<file path="src/rtl/mmio_uart_tx.sv">
// Memory-mapped UART transmitter: byte stores to TX_ADDR are queued in a FIFO and sent 8N1, LSB first.
// Define UART_TX_PARITY_EN to insert an even-parity bit between the data bits and the stop bit.
module mmio_uart_tx #(
    parameter logic [31:0] TX_ADDR      = 32'h0002_0004,
    parameter logic [31:0] STAT_ADDR    = 32'h0002_0010,
    parameter int          CLKS_PER_BIT = 868,
    parameter int          FIFO_DEPTH   = 8
) (
    input  logic        clk,
    input  logic        reset,
    input  logic [31:0] mem_addr,
    input  logic [3:0]  mem_write,
    input  logic [31:0] mem_wdata,
    output logic [31:0] mem_rdata,
    output logic        hit,
    output logic        uart_tx
);
    localparam int AW = $clog2(FIFO_DEPTH);
    localparam int CW = $clog2(CLKS_PER_BIT);
    localparam logic [AW:0]   FULL_CNT = (AW+1)'(FIFO_DEPTH);
    localparam logic [CW-1:0] LAST_CNT = CW'(CLKS_PER_BIT - 1);

`ifdef UART_TX_PARITY_EN
    typedef enum logic [2:0] {S_IDLE, S_START, S_DATA, S_PARITY, S_STOP} state_e;
`else
    typedef enum logic [2:0] {S_IDLE, S_START, S_DATA, S_STOP} state_e;
`endif

    logic [7:0]    fifo_q [FIFO_DEPTH];
    logic [AW-1:0] wr_ptr_q, rd_ptr_q;
    logic [AW:0]   count_q;
    logic          ovf_q;
    state_e        state_q, state_d;
    logic [CW-1:0] clk_cnt_q, clk_cnt_d;
    logic [2:0]    bit_idx_q, bit_idx_d;
    logic [7:0]    shift_q, shift_d;
    logic          tx_q, tx_d;
`ifdef UART_TX_PARITY_EN
    logic          parity_q, parity_d;
`endif
    logic [31:0]   rdata_q;
    logic          hit_q;

    logic        tx_sel, stat_sel, push_req, push, pop, ovf_set, ovf_clr;
    logic        fifo_full, fifo_empty, busy, bit_done;
    logic [7:0]  head;
    logic [31:0] status;
    logic        unused_bits;

    assign tx_sel     = (mem_addr == TX_ADDR);
    assign stat_sel   = (mem_addr == STAT_ADDR);
    assign fifo_full  = (count_q == FULL_CNT);
    assign fifo_empty = (count_q == '0);
    assign push_req   = tx_sel && mem_write[0];
    // Fullness is judged on the pre-edge count, so a same-edge pop never rescues a push.
    assign push       = push_req && !fifo_full;
    assign ovf_set    = push_req && fifo_full;
    assign ovf_clr    = stat_sel && mem_write[0] && mem_wdata[2];
    assign head       = fifo_q[rd_ptr_q];
    assign bit_done   = (clk_cnt_q == LAST_CNT);
    assign busy       = (state_q != S_IDLE) || !fifo_empty;
    assign status     = {16'h0, 8'(count_q), 4'h0, busy, ovf_q, fifo_empty, fifo_full};
    assign unused_bits = ^{mem_write[3:1], mem_wdata[31:8], mem_wdata[1:0]};

    always_comb begin
        // NOTE: every output of this block gets a default first, so no path can infer a latch.
        state_d   = state_q;
        clk_cnt_d = clk_cnt_q;
        bit_idx_d = bit_idx_q;
        shift_d   = shift_q;
        tx_d      = tx_q;
        pop       = 1'b0;
`ifdef UART_TX_PARITY_EN
        parity_d  = parity_q;
`endif
        if (state_q != S_IDLE) begin
            clk_cnt_d = bit_done ? '0 : clk_cnt_q + 1'b1;
        end
        unique case (state_q)
            S_IDLE: begin
                if (!fifo_empty) begin
                    pop = 1'b1;
                end
            end
            S_START: begin
                if (bit_done) begin
                    state_d   = S_DATA;
                    bit_idx_d = '0;
                    tx_d      = shift_q[0];
                end
            end
            S_DATA: begin
                if (bit_done) begin
                    shift_d   = shift_q >> 1;
                    bit_idx_d = bit_idx_q + 1'b1;
                    tx_d      = shift_q[1];
                    if (bit_idx_q == 3'd7) begin
`ifdef UART_TX_PARITY_EN
                        state_d = S_PARITY;
                        tx_d    = parity_q;
`else
                        state_d = S_STOP;
                        tx_d    = 1'b1;
`endif
                    end
                end
            end
`ifdef UART_TX_PARITY_EN
            S_PARITY: begin
                if (bit_done) begin
                    state_d = S_STOP;
                    tx_d    = 1'b1;
                end
            end
`endif
            S_STOP: begin
                if (bit_done) begin
                    if (!fifo_empty) begin
                        pop = 1'b1;
                    end else begin
                        state_d = S_IDLE;
                        tx_d    = 1'b1;
                    end
                end
            end
            default: state_d = S_IDLE;
        endcase
        // Both IDLE and end-of-STOP launch the next frame the same way.
        if (pop) begin
            state_d   = S_START;
            clk_cnt_d = '0;
            shift_d   = head;
            tx_d      = 1'b0;
`ifdef UART_TX_PARITY_EN
            parity_d  = ^head;
`endif
        end
    end

    // NOTE: FIFO storage has no reset; count_q alone decides which entries are valid.
    always_ff @(posedge clk) begin
        if (push) begin
            fifo_q[wr_ptr_q] <= mem_wdata[7:0];
        end
    end

    always_ff @(posedge clk) begin
        if (!reset) begin
            wr_ptr_q  <= '0;
            rd_ptr_q  <= '0;
            count_q   <= '0;
            ovf_q     <= 1'b0;
            state_q   <= S_IDLE;
            clk_cnt_q <= '0;
            bit_idx_q <= '0;
            shift_q   <= '0;
            tx_q      <= 1'b1;
`ifdef UART_TX_PARITY_EN
            parity_q  <= 1'b0;
`endif
            rdata_q   <= '0;
            hit_q     <= 1'b0;
        end else begin
            if (push) wr_ptr_q <= wr_ptr_q + 1'b1;
            if (pop)  rd_ptr_q <= rd_ptr_q + 1'b1;
            case ({push, pop})
                2'b10:   count_q <= count_q + 1'b1;
                2'b01:   count_q <= count_q - 1'b1;
                default: count_q <= count_q;
            endcase
            if (ovf_set)      ovf_q <= 1'b1;
            else if (ovf_clr) ovf_q <= 1'b0;
            state_q   <= state_d;
            clk_cnt_q <= clk_cnt_d;
            bit_idx_q <= bit_idx_d;
            shift_q   <= shift_d;
            tx_q      <= tx_d;
`ifdef UART_TX_PARITY_EN
            parity_q  <= parity_d;
`endif
            rdata_q   <= stat_sel ? status : 32'h0;
            hit_q     <= tx_sel || stat_sel;
        end
    end

    assign mem_rdata = rdata_q;
    assign hit       = hit_q;
    assign uart_tx   = tx_q;
endmodule

</file>
<file path="config.mk">
export PLATFORM = sky130hd
export DESIGN_NAME = mmio_uart_tx
export DESIGN_NICKNAME = d
export VERILOG_FILES = /design/src/rtl/mmio_uart_tx.sv
export SDC_FILE = /design/constraint.sdc
export NUM_CORES = 1
export LEC_CHECK = 0
export BUFFER_PORTS_ARGS = -buffer_cell sky130_fd_sc_hd__buf_2
export CORE_MARGIN = 2
export CORE_UTILIZATION = 50
export DETAILED_ROUTE_END_ITERATION = 16
export PLACE_DENSITY = 0.77
export SLEW_MARGIN = 25
export SYNTH_ARGS = -nofsm -noshare
export SYNTH_HDL_FRONTEND = slang
export SYNTH_SLANG_ARGS = --single-unit
</file>
<file path="constraint.sdc">
create_clock -name clk -period 3.9 [get_ports clk]
set_clock_uncertainty 0.1 [all_clocks]
set_input_delay 0.39 -clock clk [delete_from_list [all_inputs] [get_ports clk]]
set_output_delay 0.39 -clock clk [all_outputs]
set_load 0.03 [all_outputs]
</file>
== Word-level counts from Yosys, hierarchy flattened ==
Memories as Yosys holds them, arrays and structs flattened. A register that Yosys moved wholly into a read port is not among the register bits.
Cells that the tools add are included.

* Bits in registers: 69
* RAM bits: 64
* Logic and storage cells: 99
* Memories kept: 1

{| class="wikitable"
|+ Memory list
! name !! words !! bits a word !! read ports !! clocked after Yosys merged registers in !! wr ports !! RTL line !! source
|-
| fifo_q || 8 || 8 || 1 || 1 || 1 || 29 || <nowiki>logic [7:0] fifo_q [FIFO_DEPTH];</nowiki>
|}

* Add/subtract/negate cells: 6
* Eq/ne operators: 21
* Muxes and demuxes: 31
* Bitwise gates (word level): 2
* Reductions and logical operators: 25

{| class="wikitable"
|+ Operator list
! kind !! count
|-
| $eq A32 B18 Y1 const B || 2
|-
| $mux W3 || 9
|-
| $mux W8 || 3
|-
| $ne A3 B3 Y1 const B || 5
|-
| $mux W1 || 13
|-
| $ne A2 B2 Y1 const B || 6
|-
| $pmux W3 S4 || 1
|-
| $reduce_and A6 Y1 || 2
|-
| $add A10 B1 Y10 const B || 1
|-
| $eq A10 B10 Y1 const B || 1
|-
| $mux W10 || 1
|-
| $reduce_bool A2 Y1 || 5
|-
| $add A3 B1 Y3 const B || 3
|-
| $pmux W4 S2 || 1
|-
| $eq A3 B2 Y1 const B || 2
|-
| $pmux W3 S2 || 1
|-
| $logic_and A1 B1 Y1 || 5
|-
| $reduce_and A5 Y1 || 1
|-
| $add A4 B1 Y4 const B || 1
|-
| $eq A4 B4 Y1 const B || 1
|-
| $logic_not A4 Y1 || 1
|-
| $reduce_and A2 Y1 || 2
|-
| $reduce_bool A4 Y1 || 1
|-
| $sub A4 B1 Y4 const B || 1
|-
| 13 further kinds || 16
|}

== Longest topological paths before layout ==
* Depth in word-level cells: 6
* Mapped depth: 13

== Least setup slack after synthesis ==
OpenSTA, ideal clock, no wires.

* Kind: register to register
* Start point: register clk_cnt_q[0]
* End point: register count_q[3]
* Library setup time: 0.070 ns
* Arrival: 2.798 ns
* Slack: 0.931 ns
* Stages on the path, launching flop included: 13
* Path buffers: 1
* Cell sequence: dfxtp_1 ha_1 or4b_1 buf_6 nor3_4 a31oi_2 inv_1 ha_1 nor4bb_1 a21oi_1 o22a_1 or3_1 a21oi_1

* Cells in the longest elaborated chain, start to end: 5
* Elaborated cells on any way between the ends: 7
* Those cells by class: eq/ne (3); mux (3); reduce/logical (1)

{| class="wikitable"
|+ RTL lines
! what !! RTL line !! source
|-
| from (decl) || 34 || <nowiki>logic [CW-1:0] clk_cnt_q, clk_cnt_d;</nowiki>
|-
| from (signal assigned) || 174 || <nowiki>clk_cnt_q <= clk_cnt_d;</nowiki>
|-
| $eq A10 B10 Y1 (*) || 60 || <nowiki>assign bit_done = (clk_cnt_q == LAST_CNT);</nowiki>
|-
| $mux W1 (*) || 117 || <nowiki>if (bit_done) begin</nowiki>
|-
| $pmux W1 S2 (*) || 79 || <nowiki>unique case (state_q)</nowiki>
|-
| net pop || 44 || <nowiki>logic tx_sel, stat_sel, push_req, push, pop, ovf_set, ovf_clr;</nowiki>
|-
| $eq A2 B1 Y1 or $eq A2 B2 Y1 (tied branches) || 166 || <nowiki>case ({push, pop})</nowiki>
|-
| $pmux W4 S2 or $reduce_bool A2 Y1 (tied branches) || - ||
|-
| to (signal assigned) || 167 || <nowiki>2'b10: count_q <= count_q + 1'b1;</nowiki>
|-
| to (signal assigned) || 168 || <nowiki>2'b01: count_q <= count_q - 1'b1;</nowiki>
|-
| to (signal assigned) || 169 || <nowiki>default: count_q <= count_q;</nowiki>
|-
| to (decl) || 31 || <nowiki>logic [AW:0] count_q;</nowiki>
|}

Mark *: on every way through the listed nets, which the timed path passes. The rest lies on a longest branch.
A chain may end at the register's enable or synchronous reset.

== Worst setup path in the final report ==
Same ends and word-level chain as after synthesis.

==> flow_metrics.env <==
export IMPL_post_route_period_util=0.843
export IMPL_power_mw=1.99
export IMPL_whs_path_depth=1
export IMPL_powerDensity_mw_per_mm2=369
export IMPL_critPathLaunchType="flip-flop"
export IMPL_combPwrFrac=0.036
export IMPL_synth_top_area_cell="edfxtp_1"
export IMPL_coreArea_sq_mm=0.00959
export IMPL_io_buffers=52
export IMPL_grt_setup_unrepaired="no"
export IMPL_io_pins=104
export IMPL_crit_required_ns=4.09
export IMPL_fin_nets=512
export IMPL_ys_ff_latch=111
export IMPL_first_pass_iters=4
export IMPL_ys_seq_area_frac=0.588
export IMPL_syn_to_final_growth_pct=10.7
export IMPL_grt_use_total=0.175
export IMPL_synth_edf_count=64
export IMPL_path_max_fanout=6
export IMPL_placed_area_sq_mm=0.00519
export IMPL_post_cts_setup_buffers=0
export IMPL_hp_start="mem_wdata[4]"
export IMPL_p_clk_frac=0.343
export IMPL_die_area_sq_mm=0.0105
export IMPL_syn_area_per_cell_sq_um=13.1
export IMPL_seqCellArea_sq_mm=0.00286
export IMPL_h_tree_depth=3
export IMPL_clock_latency_ns=0.38
export IMPL_ff2ff_path_depth=11
export IMPL_layout_drive_gt1_share=0.225
export IMPL_async_flop_share=0
export IMPL_leakage_nw=1.96
export IMPL_wl_per_cell_um=15.0
export IMPL_place_inst=552
export IMPL_swShare=0.240
export IMPL_reg2reg_slack_ns=0.61
export IMPL_ys_warn_count=0
export IMPL_design_area_sq_mm=0.00539
export IMPL_hold_violations=0
export IMPL_ant_nets=0
export IMPL_critPathCaptureType="flip-flop"
export IMPL_max_cap_violations=0
export IMPL_cts_made_buffers=9
export IMPL_n_antenna_cell=0
export IMPL_whs_ns=0.173
export IMPL_power_internal_mw=1.51
export IMPL_ys_top_cells_by_area="edfxtp_1 (39%), dfxtp_1 (19%), mux4_2 (7.4%), buf_4 (3.7%), ha_1 (3.1%)"
export IMPL_finalSetupViolations=0
export IMPL_syn_area_sq_mm=0.00487
export IMPL_antenna_found_initial=0
export IMPL_slew_violations=0
export IMPL_crit_type="flip-flop to flip-flop"
export IMPL_grt_pass1_wl_um=14000
export IMPL_multi_input_area_sq_mm=0.00180
export IMPL_cts_sinks=111
export IMPL_drt_iter0_markers=139
export IMPL_synth_cells=373
export IMPL_cts_buffer_depth=2
export IMPL_vdd_drop_max_mv=0.253
export IMPL_hp_class="primary input to flip-flop"
export IMPL_routed_wl_um=8490
export IMPL_drcViolationCount=0
export IMPL_grt_overflow=0
export IMPL_ys_types=50
export IMPL_yosys_area_top_type_share=0.395
export IMPL_p_seq_frac=0.621
export IMPL_dieWidth_um=103
export IMPL_setup_tns_ns=0
export IMPL_fin_cells=568
export IMPL_ctsResizeCount=0
export IMPL_grt_pass1_vias=2875
export IMPL_start_util=0.508
export IMPL_cts_root_buffer="clkbuf_8"
export IMPL_layout_min_cycle_time_ns=3.29
export IMPL_vias=2979
export IMPL_die_y_um=103
export IMPL_gp_congestion=0.834
export IMPL_tightest_slew_ns=0.816
export IMPL_grt_max_degree=26
export IMPL_crit_arrival_ns=3.48
export IMPL_hold_buffers=0
export IMPL_slew_headroom=0.456
export IMPL_r2r_end="count_q[3]"
export IMPL_rows=36
export IMPL_r2r_start="clk_cnt_q[0]"
export IMPL_cts_tree="done"
export IMPL_min_to="fifo_q[2][4]"
export IMPL_switchingPower_uw=476
export IMPL_fillers=795
export IMPL_dp_hpwl_um=5810
export IMPL_synth_flop_cell="edfxtp_1"
export IMPL_status="completed"
export IMPL_fmax_mhz=304
export IMPL_vias_per_cell=5.24
export IMPL_clk_pin_slew_worst_paths_ns=0.12
[power by group through the flow]
stage                     logic, mW  clock network, mW  registers (mW)
after global routing         0.0781              0.738            1.23
after global placement       0.0683                  0            1.26
after floorplan              0.0578                  0            1.26
final                        0.0707              0.682            1.23
after detailed placement     0.0703                  0            1.26
after CTS                    0.0703              0.699            1.23
[sequential cells by signal (all words and copies together) (netlist names), named ones only]
register	flops
clk_cnt_q	10
wr_ptr_q	3
shift_q	8
state_q	2
ovf_q	1
uart_tx	1
fifo_q	64
bit_idx_q	3
rd_ptr_q	3
mem_rdata	8
hit	1
count_q	4
[how the worst max path moves through the flow]
stage	to	slack, ns	from	depth (start not counted)
2_1_floorplan	count_q[3]	0.93	clk_cnt_q[0]	12
3_3_place_gp	count_q[3]	0.72	clk_cnt_q[0]	11
3_5_place_dp	count_q[3]	0.66	clk_cnt_q[0]	11
4_1_cts	count_q[3]	0.61	clk_cnt_q[0]	11
5_1_grt	count_q[3]	0.37	clk_cnt_q[0]	11
6_report	count_q[3]	0.61	clk_cnt_q[0]	11
[metrics by stage]
stage	setup slack [ns]	utilization
finish	0.613	0.562
global route	0.372	0.562
CTS	0.614	0.562
detailed placement	0.659	0.541
global placement	0.723	0.541
floorplan	0.931	-
[synthesized netlist by cell type, types with 2 or more instances]
master    number
nor3b_1        3
nor2_1        28
and3b_1        4
inv_1          9
buf_4         24
ha_1          12
or4b_1         2
xor2_1        10
or3_1          6
xnor2_1        6
nor3_4         2
nor3_1         4
buf_2          3
and3_1         5
a211oi_1      12
buf_6          2
clkbuf_1       7
mux2i_1        9
mux4_2        16
nand2_1       19
a21oi_1       12
edfxtp_1      64
o21ai_0       11
and2_1         5
o31ai_1        2
nand3_1        3
nor2b_1        9
a311oi_1       2
nand4b_1       3
dfxtp_1       47
nand4_1        2
nor4_1        12
[layer usage]
layer / track usage / wire [um] / vias to the layer above
met5: 0 / 0 / -
met4: 0.0503 / 79 / 0
met3: 0.0400 / 368 / 8
met2: 0.305 / 4260 / 63
met1: 0.220 / 3790 / 1448
li1: - / - / 1460
[worst max-delay path: stages (launching register included)]
cell	delay, ns
dfxtp_1	0.39
ha_1	0.22
or4b_1	0.61
nor3_4	0.26
a31oi_2	0.13
inv_1	0.20
ha_1	0.29
nor4bb_1	0.29
a21oi_1	0.07
o22a_1	0.21
or3_1	0.31
a21oi_1	0.13
[cells by family (layout without fill, tap and decap cells)]
family	Yosys count	count (layout)	share of synthesized area
AO/OA/AOI/OAI	46	46	0.0624
XOR/XNOR	16	16	0.0288
adder cells (fa/ha/maj)	12	12	0.0308
buffers and inverters	47	86	0.0609
flip-flops	111	111	0.588
multiplexers	25	25	0.0925
other	1	24	0.000770
AND/OR/NAND/NOR	115	115	0.136
[placed cells by master (no fill, tap or decap), types with 3 or more instances in the layout]
cell and count:
a211oi_1 12, a21oi_1 12, or3_1 6, xnor2_1 6, and3_1 5, and3b_1 4, nand3_1 3, xor2_1 10
nand4b_1 3, buf_2 52, buf_4 9, o21ai_0 11, conb_1 24, nor4_1 12, nor3_1 4, dfxtp_1 47
edfxtp_1 64, and2_1 5, clkbuf_8 9, inv_1 9, nor2b_1 9, nor2_1 28, mux4_2 16, nand2_1 19
nor3b_1 3, ha_1 12, mux2i_1 9
[cell type report]
class                      instances  share of cell area
clock buffer                       9              0.0230
clock inverter                     7              0.0149
inverter                           9             0.00627
multi-input combinational        238               0.333
sequential                       111               0.531
tap                              133              0.0309
timing repair buffer              61              0.0608
(Power assumes the default switching activity.)
